`src/rtl/regfile_port_arbiter.sv`:
```
`default_nettype none
// ============================================================================
//  Module   : regfile_port_arbiter
//  Purpose  : Round-robin owner of the register file's single rd/wn port.
//             Grants one requester at a time, drives rd/wn/reg_id/write_data
//             and returns registered read data to the requester that asked.
//  Ports    : clk, reset (async, active-low)
//             req_valid/req_write/req_reg_id/req_wdata - flattened requests
//             req_ready - one-hot grant pulse, rsp_valid/rsp_data - read reply
//             rf_rd/rf_wn/rf_reg_id/rf_write_data/rf_read_data - regfile side
//             busy - high while a transaction is in ISSUE or CAPTURE
//  Config   : RF_ARB_WRITE_FIRST_EN - when defined, pending writes are
//             arbitrated ahead of pending reads.
//  Revision : 1.0 - initial release
// ============================================================================
module regfile_port_arbiter #(
    parameter int NUM_REQ  = 3,
    parameter int REG_ID_W = 4,
    parameter int DATA_W   = 16
) (
    input  logic                         clk,
    input  logic                         reset,
    input  logic [NUM_REQ-1:0]           req_valid,
    input  logic [NUM_REQ-1:0]           req_write,
    input  logic [NUM_REQ*REG_ID_W-1:0]  req_reg_id,
    input  logic [NUM_REQ*DATA_W-1:0]    req_wdata,
    output logic [NUM_REQ-1:0]           req_ready,
    output logic [NUM_REQ-1:0]           rsp_valid,
    output logic [DATA_W-1:0]            rsp_data,
    output logic                         rf_rd,
    output logic                         rf_wn,
    output logic [REG_ID_W-1:0]          rf_reg_id,
    output logic [DATA_W-1:0]            rf_write_data,
    input  logic [DATA_W-1:0]            rf_read_data,
    output logic                         busy
);

    localparam int                PTR_W  = $clog2(NUM_REQ);
    localparam logic [PTR_W-1:0]  c_LAST = PTR_W'(NUM_REQ - 1);
    localparam logic [PTR_W:0]    c_NUM  = (PTR_W + 1)'(NUM_REQ);

    typedef enum logic [1:0] {
        S_IDLE    = 2'd0,
        S_ISSUE   = 2'd1,
        S_CAPTURE = 2'd2
    } state_t;

    state_t               r_state,        w_state_nxt;
    logic [PTR_W-1:0]     r_rr_ptr,       w_rr_ptr_nxt;
    logic [PTR_W-1:0]     r_owner,        w_owner_nxt;
    logic [NUM_REQ-1:0]   r_req_ready,    w_req_ready_nxt;
    logic [NUM_REQ-1:0]   r_rsp_valid,    w_rsp_valid_nxt;
    logic [DATA_W-1:0]    r_rsp_data,     w_rsp_data_nxt;
    logic                 r_rf_rd,        w_rf_rd_nxt;
    logic                 r_rf_wn,        w_rf_wn_nxt;
    logic [REG_ID_W-1:0]  r_rf_reg_id,    w_rf_reg_id_nxt;
    logic [DATA_W-1:0]    r_rf_wdata,     w_rf_wdata_nxt;
    logic                 r_busy;

    // Arbitration helpers
    logic [NUM_REQ-1:0]   w_cand;
    logic [PTR_W:0]       w_sum;
    logic                 w_found;
    logic [PTR_W-1:0]     w_winner;
    logic [NUM_REQ-1:0]   w_win_oh;
    logic [NUM_REQ-1:0]   w_owner_oh;
    logic                 w_sel_write;
    logic [REG_ID_W-1:0]  w_sel_id;
    logic [DATA_W-1:0]    w_sel_wdata;

    // Candidate set: in write-first builds, reads only compete when no
    // write is pending.
`ifdef RF_ARB_WRITE_FIRST_EN
    logic [NUM_REQ-1:0]   w_wr_pend;
    assign w_wr_pend = req_valid & req_write;
    assign w_cand    = (|w_wr_pend) ? w_wr_pend : req_valid;
`else
    assign w_cand    = req_valid;
`endif

    // First candidate at or above rr_ptr, wrapping at NUM_REQ.
    always_comb begin
        w_found  = 1'b0;
        w_winner = '0;
        w_sum    = '0;
        for (int k = 0; k < NUM_REQ; k++) begin
            w_sum = {1'b0, r_rr_ptr} + (PTR_W + 1)'(k);
            if (w_sum >= c_NUM) begin
                w_sum = w_sum - c_NUM;
            end
            if (!w_found && w_cand[w_sum[PTR_W-1:0]]) begin
                w_found  = 1'b1;
                w_winner = w_sum[PTR_W-1:0];
            end
        end
    end

    // Winner's request fields and one-hot decodes of winner / owner.
    always_comb begin
        w_win_oh    = '0;
        w_owner_oh  = '0;
        w_sel_write = 1'b0;
        w_sel_id    = '0;
        w_sel_wdata = '0;
        for (int i = 0; i < NUM_REQ; i++) begin
            if (PTR_W'(i) == w_winner) begin
                w_win_oh[i] = w_found;
                w_sel_write = req_write[i];
                w_sel_id    = req_reg_id[i*REG_ID_W +: REG_ID_W];
                w_sel_wdata = req_wdata[i*DATA_W +: DATA_W];
            end
            if (PTR_W'(i) == r_owner) begin
                w_owner_oh[i] = 1'b1;
            end
        end
    end

    // Next-state and next-output logic.
    always_comb begin
        w_state_nxt     = r_state;
        w_rr_ptr_nxt    = r_rr_ptr;
        w_owner_nxt     = r_owner;
        w_req_ready_nxt = '0;
        w_rsp_valid_nxt = '0;
        w_rsp_data_nxt  = r_rsp_data;
        w_rf_rd_nxt     = 1'b0;
        w_rf_wn_nxt     = 1'b0;
        w_rf_reg_id_nxt = r_rf_reg_id;
        w_rf_wdata_nxt  = r_rf_wdata;
        case (r_state)
            S_IDLE: begin
                if (w_found) begin
                    w_rf_rd_nxt     = ~w_sel_write;
                    w_rf_wn_nxt     = w_sel_write;
                    w_rf_reg_id_nxt = w_sel_id;
                    w_rf_wdata_nxt  = w_sel_wdata;
                    w_req_ready_nxt = w_win_oh;
                    w_owner_nxt     = w_winner;
                    w_rr_ptr_nxt    = (w_winner == c_LAST) ? '0 : w_winner + PTR_W'(1);
                    w_state_nxt     = S_ISSUE;
                end
            end
            S_ISSUE: begin
                // rf_wn is still high here only for a write; writes need no reply.
                w_state_nxt = r_rf_wn ? S_IDLE : S_CAPTURE;
            end
            S_CAPTURE: begin
                w_rsp_data_nxt  = rf_read_data;
                w_rsp_valid_nxt = w_owner_oh;
                w_state_nxt     = S_IDLE;
            end
            default: begin
                w_state_nxt = S_IDLE;
            end
        endcase
    end

    always_ff @(posedge clk or negedge reset) begin
        if (!reset) begin
            r_state     <= S_IDLE;
            r_rr_ptr    <= '0;
            r_owner     <= '0;
            r_req_ready <= '0;
            r_rsp_valid <= '0;
            r_rsp_data  <= '0;
            r_rf_rd     <= 1'b0;
            r_rf_wn     <= 1'b0;
            r_rf_reg_id <= '0;
            r_rf_wdata  <= '0;
            r_busy      <= 1'b0;
        end else begin
            r_state     <= w_state_nxt;
            r_rr_ptr    <= w_rr_ptr_nxt;
            r_owner     <= w_owner_nxt;
            r_req_ready <= w_req_ready_nxt;
            r_rsp_valid <= w_rsp_valid_nxt;
            r_rsp_data  <= w_rsp_data_nxt;
            r_rf_rd     <= w_rf_rd_nxt;
            r_rf_wn     <= w_rf_wn_nxt;
            r_rf_reg_id <= w_rf_reg_id_nxt;
            r_rf_wdata  <= w_rf_wdata_nxt;
            r_busy      <= (w_state_nxt != S_IDLE);
        end
    end

    assign req_ready     = r_req_ready;
    assign rsp_valid     = r_rsp_valid;
    assign rsp_data      = r_rsp_data;
    assign rf_rd         = r_rf_rd;
    assign rf_wn         = r_rf_wn;
    assign rf_reg_id     = r_rf_reg_id;
    assign rf_write_data = r_rf_wdata;
    assign busy          = r_busy;

endmodule
`default_nettype wire

```
`config.mk`:
```
export PLATFORM = sky130hd
export DESIGN_NAME = regfile_port_arbiter
export DESIGN_NICKNAME = d
export VERILOG_FILES = /design/src/rtl/regfile_port_arbiter.sv
export SDC_FILE = /design/constraint.sdc
export NUM_CORES = 1
export LEC_CHECK = 0
export ABC_AREA = 1
export BUFFER_PORTS_ARGS = -buffer_cell sky130_fd_sc_hd__buf_2
export CAP_MARGIN = 40
export CORE_ASPECT_RATIO = 1.5
export CORE_UTILIZATION = 42
export CTS_CLUSTER_DIAMETER = 120
export DETAILED_ROUTE_END_ITERATION = 7
export PLACE_DENSITY = 0.86
export SYNTH_ARGS = -nofsm -noshare
export SYNTH_HDL_FRONTEND = slang
export SYNTH_SLANG_ARGS = --single-unit
```
`constraint.sdc`:
```
create_clock -name clk -period 2.05 [get_ports clk]
set_input_delay 0.205 -clock clk [delete_from_list [all_inputs] [get_ports clk]]
set_output_delay 0.205 -clock clk [all_outputs]
set_load 0.03 [all_outputs]
```
==> results.ini <==
[power_and_ir_drop]
p_leak_nw = 2.14
ir_drop_mv = 1.23
power_density_mw_per_mm2 = 2040
power.total_mw = 7.84

[synthesis]
synthTopCellsByArea = dfrtp_1, nand2_1, mux2_2
syn_nets = 418
ys_types = 29
synth_seq_cells = 51
synthCells = 330
yosysMostFrequentCell = nand2_1
synthTopCellsByCount = nand2_1, dfrtp_1, nor2_1, nand3_1, inv_1
synth.yosys.seq_area_share_pct = 46.8
avgSynthCellArea_um2 = 8.26
synth_edf_count = 0
yosysTopAreaCell = dfrtp_1
syn_area_mm2 = 0.00273
ys.flop_type = dfrtp_1
yosysWarnings = 0
synth_top_area_share_pct = 46.8
synthArstFlopShare_pct = 100

[hold_path]
hold_class = input port to register

[floorplan]
rows = 35
die_h_um = 101
core_region_area_mm2 = 0.00622
dieArea_mm2 = 0.00682
top_level_ports = 129
initial_core_util_pct = 43.8
die-width_um = 67.8

[detailed_routing]
firstDrtPassIters = 4
wl_per_cell_um = 12.5
vias_per_cell = 4.85
drt_iter0_markers = 88
postRouteAntennaNets = 0
route.vias.total = 2641
drc = 0
totalWireLength_mm = 6.79

[final_layout]
regArea_mm2 = 0.00128
fillers = 538
multi_input_area_mm2 = 0.00137
stdcell_count = 545
final_net_count = 558
syn_to_final_growth_pct = 41.0
fin_area_mm2 = 0.00384
num_antenna_cells = 0
drive_above_1_share_pct = 45.4

[cts]
clk_pin_slew_ns = 0.10
cts_buffers = 5
cts_tree = done
cts_root_buffer = clkbuf_8
h-tree-depth = 2
cts_buffer_depth = 2
clock-sinks = 51
clkLatencyLatePin_ns = 0.30

[place]
portBuffers = 128
dpl.hpwl_mm = 5.03
gp_congestion = 0.867
placed_area_mm2 = 0.00348
dp.cells = 530

[sta]
fmax_mhz = 495
worst_pin_slew_ns = 0.722
fin_skew_ns = 0.00858
final-setup-viol-count = 0
hold_violations = 0
maxSlewViolCount = 0
period_minus_slack_ns = 2.02
fin_crit_sh_pct = 98.5
relSlewSlack_pct = 51.8
rsz0062_at_grt = yes
tns_ns = 0

[critical_path]
cp_top_family = simple AND/OR/NAND/NOR gates
critPathRequiredTime_ns = 2.24
cp_slowest_stage_delay_ns = 0.48
cp-end-kind = register
cp_num_buf_inv = 2
critPathKind = register to register
crit_path_max_fanout = 26
critPathArrivalTime_ns = 2.22
startpoint_type = register
slowest_stage = dfrtp_2
cp_cell_sequence = inv_4, ha_4, o21ai_2, nand2_4, nand3_4, nor2_4, nor2_4, buf_12, nand3_1, nand2_1, nand2_1

[grt]
grt_max_degree = 27
gr-usage-all-layers_pct = 20.0
grt_overflow_total = 0
antenna_found_initial = 0
grt_pass1_wl_mm = 10.5
grt_pass1_vias = 2498

[run]
drv_cap = 0

[outcome]
outcome = finished clean

worst register-to-register path: stages, from the launching register on:
cell	delay [ns]
dfrtp_2	0.48
inv_4	0.11
ha_4	0.23
o21ai_2	0.19
nand2_4	0.09
nand3_4	0.11
nor2_4	0.05
nor2_4	0.21
buf_12	0.21
nand3_1	0.12
nand2_1	0.07
nand2_1	0.05
layout make-up:
class	instances	area share (%)
multi-input combinational	242	35.7
sequential	51	33.3
timing repair buffer	146	23.1
inverter	24	2.60
tap	74	2.41
clock buffer	5	1.79
clock inverter	3	1.14
repair_timing:
action                                 CTS  global route
hold buffers                             1             0
buffers inserted                         0             3
endpoints found under the hold margin   23             0
gates resized for setup                  0            41
setup endpoints to repair                0            29
metal layers:
metal / track usage (%) / vias up / part of all wire, % / wire [um]
li1: - / 1314 / - / -
met1: 21.9 / 1230 / 39 / 2680
met2: 37.3 / 87 / 54 / 3650
met3: 2.94 / 10 / 5.1 / 344
met4: 7.53 / 0 / 1.7 / 113
met5: 0 / - / 0 / 0
path summary, 6_finish.rpt:
path | from | to | slack [ns] | cells past startpoint
max | r_rr_ptr[0] | rf_reg_id[2] | 0.03 | 11
min | rf_read_data[13] | rsp_data[13] | 0.13 | 2
max reg2reg | r_rr_ptr[0] | rf_reg_id[2] | 0.03 | 11
min reg2reg | r_owner[0] | rsp_valid[0] | 0.42 | 1
max in group asynchronous | reset | rf_write_data[10] | 1.04 | 3
min in group asynchronous | reset | rsp_data[0] | 0.40 | 2
where the power goes:
part	internal, mW	total, mW	switching [mW]
Combinational	2.12	5.38	3.26
Sequential	1.51	1.77	0.259
Clock	0.364	0.693	0.329
Total	3.99	7.84	3.85
placed cells by master (no fill, tap or decap), drive strengths merged:
cell type,count
dlygate4sd3,1
nand3,34
nor3,4
ha,4
or2,1
nand4,1
nand2,130
dfrtp,51
clkinv,2
o21bai,1
o21ai,5
mux2,16
nor2,39
bufinv,1
buf,143
a31oi,1
nand3b,6
clkbuf,7
inv,24
state kept, by name, summed over array words and instances (netlist names):
register / cells
rsp_data: 16
rf_write_data: 16
rsp_valid: 3
r_rr_ptr: 2
r_state: 2
req_ready: 3
rf_reg_id: 4
rf_wn: 1
rf_rd: 1
r_owner: 2
busy: 1
cell families after synthesis:
group,Yosys count,share of synthesized area (%)
and+or+nand+nor,215,36.0
DFF,51,46.8
buffers and inverters,37,7.34
muxes,16,6.61
AOI/OAI and AO/OA,7,1.42
adders and majority gates,4,1.84
through the flow:
step	util, %	worst slack, ns	hold WS, ns
6_report	61.8	0.0298	0.129
5_1_grt	61.8	-0.0806	0.116
4_1_cts	58.0	0.00160	0.127
3_5_place_dp	56.0	0.0111	0.217
3_3_place_gp	56.0	0.0497	0.202
2_1_floorplan	-	0.132	-0.0906
No activity file was read; power rests on OpenSTA's default activity.
